`config.mk`:
```
export PLATFORM = sky130hd
export DESIGN_NAME = serial_paralelo_param
export DESIGN_NICKNAME = d
export VERILOG_FILES = /design/src/rtl/serial_paralelo_param.sv
export SDC_FILE = /design/constraint.sdc
export NUM_CORES = 1
export LEC_CHECK = 0
export CORE_UTILIZATION = 40
export DETAILED_ROUTE_END_ITERATION = 12
export SETUP_SLACK_MARGIN = 0.2
export SLEW_MARGIN = 25
export SYNTH_ARGS = -nofsm -noshare
export SYNTH_HDL_FRONTEND = slang
export SYNTH_SLANG_ARGS = --single-unit
```
`constraint.sdc`:
```
create_clock -name clk_32f -period 2.25 [get_ports clk_32f]
set_clock_uncertainty 0.15 [all_clocks]
set_input_delay 0.3375 -clock clk_32f [delete_from_list [all_inputs] [get_ports clk_32f]]
set_output_delay 0.3375 -clock clk_32f [all_outputs]
set_load 0.01 [all_outputs]
```
`src/rtl/serial_paralelo_param.sv`:
```
// rtl/serial_paralelo_param.sv - comma-aligned serial-to-parallel receiver
// Bit-level comma hunt, word-level lock qualification, then parallel words with strobe/idle flags.
module serial_paralelo_param #(
  parameter int               WIDTH      = 8,
  parameter logic [WIDTH-1:0] COMMA      = 8'hBC,
  parameter int               LOCK_COUNT = 4,
  parameter bit               MSB_FIRST  = 1'b1
) (
  input  logic             clk_32f,
  input  logic             reset,
  input  logic             inserter,
  output logic [WIDTH-1:0] data_out,
  output logic             valid_out,
  output logic             IDLE_OUT,
  output logic             active
);

  localparam int CW = $clog2(WIDTH);

  typedef enum logic [1:0] {SEARCH, LOCKING, ACTIVE} state_t;

  state_t           state_q, state_d;
  logic [WIDTH-1:0] sr_q, sr_d;
  logic [CW-1:0]    bit_cnt_q, bit_cnt_d;
  logic [3:0]       comma_cnt_q, comma_cnt_d;
  logic [WIDTH-1:0] data_q, data_d;
  logic             valid_q, valid_d;
  logic             idle_q, idle_d;

  logic is_comma;
  logic boundary;
  logic lock_hit;

  // Every decision looks at the word including the bit being sampled this edge.
  always_comb begin
    if (MSB_FIRST) sr_d = {sr_q[WIDTH-2:0], inserter};
    else           sr_d = {inserter, sr_q[WIDTH-1:1]};
  end

  assign is_comma = (sr_d == COMMA);
  assign boundary = (bit_cnt_q == CW'(WIDTH - 1));
  assign lock_hit = ((comma_cnt_q + 4'd1) == 4'(LOCK_COUNT));

  always_ff @(posedge clk_32f or posedge reset) begin
    if (reset) begin
      state_q     <= SEARCH;
      sr_q        <= '0;
      bit_cnt_q   <= '0;
      comma_cnt_q <= '0;
      data_q      <= '0;
      valid_q     <= 1'b0;
      idle_q      <= 1'b0;
    end else begin
      state_q     <= state_d;
      sr_q        <= sr_d;
      bit_cnt_q   <= bit_cnt_d;
      comma_cnt_q <= comma_cnt_d;
      data_q      <= data_d;
      valid_q     <= valid_d;
      idle_q      <= idle_d;
    end
  end

  always_comb begin
    state_d     = state_q;
    bit_cnt_d   = boundary ? '0 : bit_cnt_q + CW'(1);
    comma_cnt_d = comma_cnt_q;
    case (state_q)
      SEARCH: begin
        if (is_comma) begin
          bit_cnt_d   = '0;
          comma_cnt_d = 4'd1;
          state_d     = (LOCK_COUNT == 1) ? ACTIVE : LOCKING;
        end
      end
      LOCKING: begin
        if (boundary) begin
          if (is_comma) begin
            comma_cnt_d = comma_cnt_q + 4'd1;
            if (lock_hit) state_d = ACTIVE;
          end else begin
            state_d     = SEARCH;
            comma_cnt_d = '0;
          end
        end
      end
      ACTIVE:  state_d = ACTIVE;
      default: state_d = SEARCH;
    endcase
  end

  // Word outputs only change in ACTIVE, so the locking edge itself never flags idle.
  always_comb begin
    data_d  = data_q;
    valid_d = 1'b0;
    idle_d  = idle_q;
    if (state_q == ACTIVE && boundary) begin
      if (is_comma) begin
        idle_d = 1'b1;
      end else begin
        data_d  = sr_d;
        valid_d = 1'b1;
        idle_d  = 1'b0;
      end
    end
  end

  assign data_out  = data_q;
  assign valid_out = valid_q;
  assign IDLE_OUT  = idle_q;
  assign active    = (state_q == ACTIVE);

endmodule

```
== Word level (Yosys, flattened, before mapping) ==
Cells that the tools add are included.

* Add/subtract/negate cells: 2
* Eq/ne operators: 8
* Multiplexer cells: 15
* Bitwise logic cells: 1
* Reductions and logical operators: 6

{| class="wikitable"
|+ Operator list
! kind !! count
|-
| $mux W4 || 3
|-
| $mux W3 || 3
|-
| $eq A8 B8 Y1 const B || 1
|-
| $mux W2 || 4
|-
| $pmux W4 S2 || 1
|-
| $pmux W2 S3 || 1
|-
| $reduce_and A3 Y1 || 2
|-
| $add A4 B1 Y4 const B || 1
|-
| $eq A4 B3 Y1 const B || 1
|-
| $ne A2 B2 Y1 const B || 2
|-
| $add A3 B1 Y3 const B || 1
|-
| $eq A3 B3 Y1 const B || 1
|-
| $mux W1 || 3
|-
| $ne A3 B3 Y1 const B || 1
|-
| $eq A2 B1 Y1 const B || 1
|-
| $eq A2 B2 Y1 const B || 1
|-
| $logic_not A2 Y1 || 1
|-
| $reduce_and A2 Y1 || 1
|-
| $reduce_bool A2 Y1 || 1
|-
| $logic_and A1 B1 Y1 || 1
|-
| $not A1 Y1 || 1
|}

* Register bits after elaboration: 26
* Bits of input ports: 3
* Logic and storage cells: 39

== Logic depth before layout (Yosys ltp) ==
Gate-level depths: netlist (run 1).

* Depth in word-level cells: 6
* Gate-level depth with buffers: 6

== Worst setup path after synthesis (run 1) ==
No wires, ideal clock.

* Path type: register -> register
* Start: register bit_cnt_q[0]
* End: register comma_cnt_q[3]
* Setup time: 124 ps
* Data arrival time: 1301 ps
* Data required time: 1976 ps
* Setup slack: 675 ps
* Stages on the path, launching flop included: 7
* Path buffers: 1
* Clock period less this slack: 1575 ps
* Cell sequence: dfrtp_1 -> ha_1 -> ha_1 -> clkbuf_1 -> o31ai_1 -> a32oi_1 -> o2bb2ai_1

* Word-level cells in the longest chain between the ends: 3

{| class="wikitable"
|+ Ends and longest elaborated chain
! what !! line !! RTL
|-
| from (decl) || 24 || <nowiki>logic [CW-1:0] bit_cnt_q, bit_cnt_d;</nowiki>
|-
| from (signal assigned) || 56 || <nowiki>bit_cnt_q <= bit_cnt_d;</nowiki>
|-
| $eq A3 B3 Y1 || 41 || <nowiki>assign boundary = (bit_cnt_q == CW'(WIDTH - 1));</nowiki>
|-
| $ne A2 B2 Y1 (no source line) || - ||
|-
| $reduce_and A3 Y1 (no source line) || - ||
|-
| to (signal assigned) || 57 || <nowiki>comma_cnt_q <= comma_cnt_d;</nowiki>
|-
| to (decl) || 25 || <nowiki>logic [3:0] comma_cnt_q, comma_cnt_d;</nowiki>
|}

No other way between the ends.
A chain may end at the register's enable or synchronous reset.

== Worst setup path after layout (run 1) ==
* Start: register state_q[0]
* End: output port active

* Word-level cells in the longest chain between the ends: 1

{| class="wikitable"
|+ Ends and longest elaborated chain
! what !! line !! RTL
|-
| from (decl) || 22 || <nowiki>state_t state_q, state_d;</nowiki>
|-
| from (signal assigned) || 54 || <nowiki>state_q <= state_d;</nowiki>
|-
| $eq A2 B2 Y1 || 111 || <nowiki>assign active = (state_q == ACTIVE);</nowiki>
|-
| to (decl) || 15 || <nowiki>output logic active</nowiki>
|}

No other way between the ends.

==> results of run 1 <==
==> cells in the mapped netlist, types with 2 or more instances <==
master | instances | area [sq um]
a21oi_1 | 3 | 15.01
ha_1 | 4 | 50.05
o2bb2ai_1 | 3 | 26.28
inv_1 | 3 | 11.26
nor2_1 | 3 | 11.26
dfrtp_1 | 26 | 650.6
mux2_4 | 7 | 105.1
o21ai_0 | 4 | 20.02
nor2b_1 | 4 | 25.02
a32oi_1 | 2 | 17.52
o31ai_1 | 3 | 22.52
==> state kept, by name, summed over array words and instances (netlist names) <==
name,count
IDLE_OUT,1
state_q,2
bit_cnt_q,3
sr_q,7
comma_cnt_q,4
valid_out,1
data_out,8
==> what timing repair did <==
item | CTS | global route
hold buffers | 0 | 0
endpoints found under the setup margin | 1 | 0
resized for setup | 3 | 0
buffers inserted | 1 | 0
==> layer usage <==
layer,vias up,GRT usage,routed length [um]
met5,-,0,0
met4,0,0.02787,14
met3,2,0.05116,59
met2,14,0.2151,901
met1,344,0.1979,979
li1,340,-,-
==> placed cells by master (no fill, tap or decap), drive strengths merged, types with 2 or more instances in the layout <==
cell type / instances
a32oi: 2
dfrtp: 26
nand4b: 2
a21oi: 3
nand2: 2
nor2: 5
o21ai: 4
mux2: 7
buf: 3
inv: 3
o31ai: 3
o2bb2ai: 3
clkdlybuf4s50: 12
clkbuf: 3
ha: 4
nor2b: 4
==> report_power, final <==
group | switching, mW | internal (mW)
logic | 0.0452 | 0.0437
clock network | 0.138 | 0.180
registers | 0.0236 | 0.503
total | 0.207 | 0.727
==> worst register-to-register path, stage by stage, from the launching register on <==
cell and delay [ns]:
dfrtp_1 0.39, ha_1 0.16, ha_1 0.21, nand2_4 0.09, nor2_8 0.20, mux2_4 0.32
==> cells by family (layout without fill, tap and decap cells) <==
| group | after synthesis | after routing | synth area share |
|---|---|---|---|
| xor+xnor | 1 | 1 | 0.007528 |
| mux | 7 | 7 | 0.09032 |
| buf+inv | 4 | 23 | 0.01290 |
| flops | 26 | 26 | 0.5591 |
| simple gates | 20 | 20 | 0.1678 |
| fa+ha+maj | 4 | 4 | 0.04301 |
| compound gates | 20 | 20 | 0.1194 |
==> per-stage QoR <==
| step | cell area, sq um | util | std cells | power, mW | hold slack, ns |
|---|---|---|---|---|---|
| floorplan | 1164 | - | 82 | 0.5937 | 0.2189 |
| global placement | 1344 | 0.4873 | 127 | 0.6213 | 0.2518 |
| detailed placement | 1344 | 0.4873 | 127 | 0.6237 | 0.2502 |
| CTS | 1405 | 0.5095 | 132 | 0.9535 | 0.2039 |
| global route | 1405 | 0.5095 | 132 | 0.9819 | 0.2100 |
| finish | 1405 | 0.5095 | 132 | 0.9335 | 0.1955 |
==> final cells by class <==
type | instances | area (sq um) | area share
Clock buffer | 3 | 22.52 | 0.01603
Tap cell | 31 | 38.79 | 0.02760
Sequential cell | 26 | 653.1 | 0.4648
Timing Repair Buffer | 16 | 151.4 | 0.1077
Multi-Input combinational cell | 52 | 498.0 | 0.3544
Clock inverter | 1 | 30.03 | 0.02137
Inverter | 3 | 11.26 | 0.008014
==> path summary, 6_finish.rpt <==
path / from / to / slack [ns] / cells after the start
min in group clk_32f: sr_q[0] / sr_q[1] / 0.28 / 0
hold / removal: reset / data_out[5] / 0.20 / 3
max in group asynchronous: reset / state_q[1] / 1.47 / 3
hold reg to reg: sr_q[0] / sr_q[1] / 0.28 / 0
setup reg to reg: bit_cnt_q[0] / data_out[0] / 0.61 / 5
setup / recovery: state_q[0] / active / 0.45 / 2
==> results.yml, run 1 <==
pwr:
  p_leak_nw: 0.6248
  powerDensity_nw_per_um2: 664.3
  max-vdd-ir-drop_mv: 0.5454
worst_setup_path:
  start_kind: "flip-flop"
  path_max_fanout: 4
  slowest_stage: "dfrtp_2"
  crit_chain: "and2b_4 > dlygate4sd2_1"
  cp.arrival_ns: 1.31
  required_ns: 1.76
  crit_buf_inv: 1
  crit_type: "reg -> out"
  cp_top_family: "flip-flops"
  max_stage_delay_ns: 0.43
  end_kind: "primary output"
timing:
  fin_crit_ns: 1.796
  setup_viol: 0
  rsz0062_at_grt: "no"
  slew_violations: 0
  max-slew-margin-rel: 0.7787
  fmax_mhz: 556.7
  setup_ws_ns: 0.4537
  hold_violations: 0
  period_share: 0.7984
  setup_tns_ns: 0
  worstMarginPinSlew_ns: 0.3319
floorplan:
  fp.coreArea_sq_um: 2758
  num_rows: 19
  io_pins: 14
  start_util: 0.4220
  die_w_um: 55.94
  fp.dieArea_sq_um: 3129
  die_h_um: 55.94
final_layout:
  drive_gt1_frac: 0.2376
  fillers: 246
  n_antenna_cell: 0
  areaGrowthSynthToFinish_pct: 20.75
  nNetsFinal: 109
run_status:
  outcome: "complete, no violations"
cts:
  cts-root-buf: "clkbuf_4"
  cts_buffers: 3
  clock_sinks: 26
  clkLatencyLatePin_ns: 0.32
  clkTransAtPathRegs_ns: 0.15
  h-tree-depth: 1
  cts.path.max_buffers: 2
  cts_tree: "yes"
route:
  first_pass_iters: 3
  via_count: 700
  first_iter_violations: 4
  ant_nets: 0
  routed_wl_mm: 1.955
  wl_per_cell_um: 14.81
  drc: 0
  via_per_inst: 5.303
yosys:
  avgSynthCellArea_sq_um: 14.19
  synth_fp_nets: 89
  ys_dominant_reg_cell: "dfrtp_1"
  syn_area_sq_um: 1164
  synth_seq_cells: 26
  synthArstFlopShare: 1.000
  yosysUniqueCellTypes: 31
  yosys_warnings: 0
  synth-edff-count: 0
  yosysSeqAreaShare: 0.5591
  synthCells: 82
job:
  cap_violations: 0
grt:
  first_global_vias: 725
  grt_pass1_wl_mm: 3.394
  grt_max_degree: 27
  grt-ovfl-total: 0
  grt_usage: 0.1416
  antenna_found_initial: 0
place:
  dp_hpwl_mm: 1.422
  pre_cts_slack_ns: 0.2843
  gp_congestion: 0.8536
  port_buffers: 13
hold_path:
  worstHoldPathType: "in -> async"
No activity file was read; power rests on OpenSTA's default activity.
==> run 2, diff against run 1 <==
==> constraint.sdc (replaced) <==
create_clock -name clk_32f -period 1.8 [get_ports clk_32f]
set_clock_uncertainty 0.15 [all_clocks]
set_input_delay 0.27 -clock clk_32f [delete_from_list [all_inputs] [get_ports clk_32f]]
set_output_delay 0.27 -clock clk_32f [all_outputs]
set_load 0.01 [all_outputs]
==> run 2 against run 1 <==
  * Worst hold slack worse by 0.057 ns
  * Sequential cell count unchanged
  * Final cell count up 11%
  * Die area unchanged
  * Combinational power up 64%
==> results.yml, run 2 (same netlist as run 1, synthesis figures left out) <==
run_status:
  outcome: "complete, no violations"
place:
  dp_cells: 133
  gp_congestion: 0.8351
  dp_hpwl_mm: 1.399
  placed_cell_area_sq_um: 1389
  pre_cts_slack_ns: -0.04314
  port_buffers: 13
grt:
  grt_pass1_wl_mm: 3.636
  antenna_found_initial: 0
  grt_usage: 0.1486
  grt_max_degree: 27
  first_global_vias: 749
  grt-ovfl-total: 0
final_layout:
  instances_no_fill: 147
  nNetsFinal: 124
  areaGrowthSynthToFinish_pct: 31.29
  drive_gt1_frac: 0.3621
  final_area_sq_um: 1528
  final_cell_mix: "dfrtp_1, buf_4, dlygate4sd2_1, mux2_4"
  n_antenna_cell: 0
  layout_commonest_cell: "dfrtp_1"
  largest_register_ffs: 8
pwr:
  p_leak_nw: 0.7132
  max-vdd-ir-drop_mv: 0.5950
  p_int_mw: 0.8315
  powerDensity_nw_per_um2: 722.2
  power_mw: 1.103
  swShare: 0.2463
  pwr-share-seq: 0.600
  power_frac_comb: 0.132
  power_frac_clock: 0.268
  p_switching_mw: 0.2718
worst_setup_path:
  crit_chain: "and2b_4 > buf_6"
  slowest_stage: "dfrtp_1"
  path_max_fanout: 4
  rrSetupSlack_ns: 0.23
  crit_type: "reg -> out"
  crit_start: "state_q[0]"
  required_ns: 1.38
  cp_top_family: "flip-flops"
  end_kind: "primary output"
  start_kind: "flip-flop"
  crit_buf_inv: 1
  r2r_start: "bit_cnt_q[0]"
  cp.arrival_ns: 1.16
  max_stage_delay_ns: 0.40
cts:
  clock_sinks: 26
  h-tree-depth: 1
  cts_buffers: 3
  cts_tree: "yes"
  ctsHoldBuffers: 0
  cts-root-buf: "clkbuf_4"
  clkLatencyLatePin_ns: 0.32
  clkTransAtPathRegs_ns: 0.14
  cts.path.max_buffers: 2
route:
  via_count: 760
  drc: 0
  routed_wl_mm: 2.119
  wl_per_cell_um: 14.41
  first_iter_violations: 15
  via_per_inst: 5.170
  ant_nets: 0
  first_pass_iters: 4
hold_path:
  worstHoldPathType: "in -> async"
floorplan:
  die_h_um: 55.94
  num_rows: 19
  fp.coreArea_sq_um: 2758
  start_util: 0.4220
  fp.dieArea_sq_um: 3129
  io_pins: 14
  die_w_um: 55.94
timing:
  fmax_mhz: 632.9
  max-slew-margin-rel: 0.7755
  slew_violations: 0
  fin_crit_ns: 1.580
  period_share: 0.8777
  worstMarginPinSlew_ns: 0.3367
  hold_violations: 0
  rsz0062_at_grt: "yes"
  setup_ws_ns: 0.2201
  setup_tns_ns: 0
  setup_viol: 0
job:
  cap_violations: 0
## run 2: cell count changes in the layout (fill, tap and decap cells not counted), sizes merged
cell / delta
buf: +15
bufinv: -1
clkbuf: +1
clkdlybuf4s50: -10
dlygate4sd2: +9
nor2: +1
## run 2: metal layers
| layer | wire length [um] | up-vias | GRT usage |
|---|---|---|---|
| li1 | - | 368 | - |
| met1 | 1122 | 379 | 0.2320 |
| met2 | 923 | 11 | 0.2065 |
| met3 | 60 | 2 | 0.04186 |
| met4 | 13 | 0 | 0.03136 |
| met5 | 0 | - | 0 |
## run 2: cell type report
type | instances | area [sq um]
inverter | 3 | 11.26
tap | 31 | 38.79
timing repair buffer | 30 | 250.2
sequential | 26 | 650.6
multi-input combinational | 53 | 540.5
fill | 229 | 1230
clock buffer | 4 | 36.28
## run 2: final timing paths
check                            endpoint  cells after the start
min                             valid_out                      3
min reg2reg                       sr_q[1]                      0
max reg2reg                   data_out[3]                      5
max in group asynchronous  comma_cnt_q[1]                      3
max                                active                      2
min in group clk_32f              sr_q[1]                      0
## run 2: stage by stage
stage,hold WS [ns],utilization
finish,0.1383,0.5540
global route,0.1595,0.5540
detailed placement,0.2407,0.5036
floorplan,0.1514,-
CTS,0.1482,0.5286
global placement,0.2386,0.5036
## run 2: timing repair
item | CTS | global route
pin swaps | 0 | 11
resized for setup | 14 | 8
endpoints found under the setup margin | 19 | 13
gates cloned | 1 | 0
buffers inserted | 4 | 5
hold endpoints to repair | 0 | 0
## run 2: power by group through the flow
stage / Combinational [mW] / Sequential [mW] / Clock (mW)
global placement: 0.114 / 0.667 / 0
detailed placement: 0.117 / 0.668 / 0
floorplan: 0.0783 / 0.664 / 0
global route: 0.170 / 0.669 / 0.332
CTS: 0.129 / 0.656 / 0.308
finish: 0.146 / 0.662 / 0.295
## run 2: worst min-delay path: stages
cell and delay [ns]:
clkdlybuf4s50_1 0.40, inv_1 0.05, buf_4 0.31
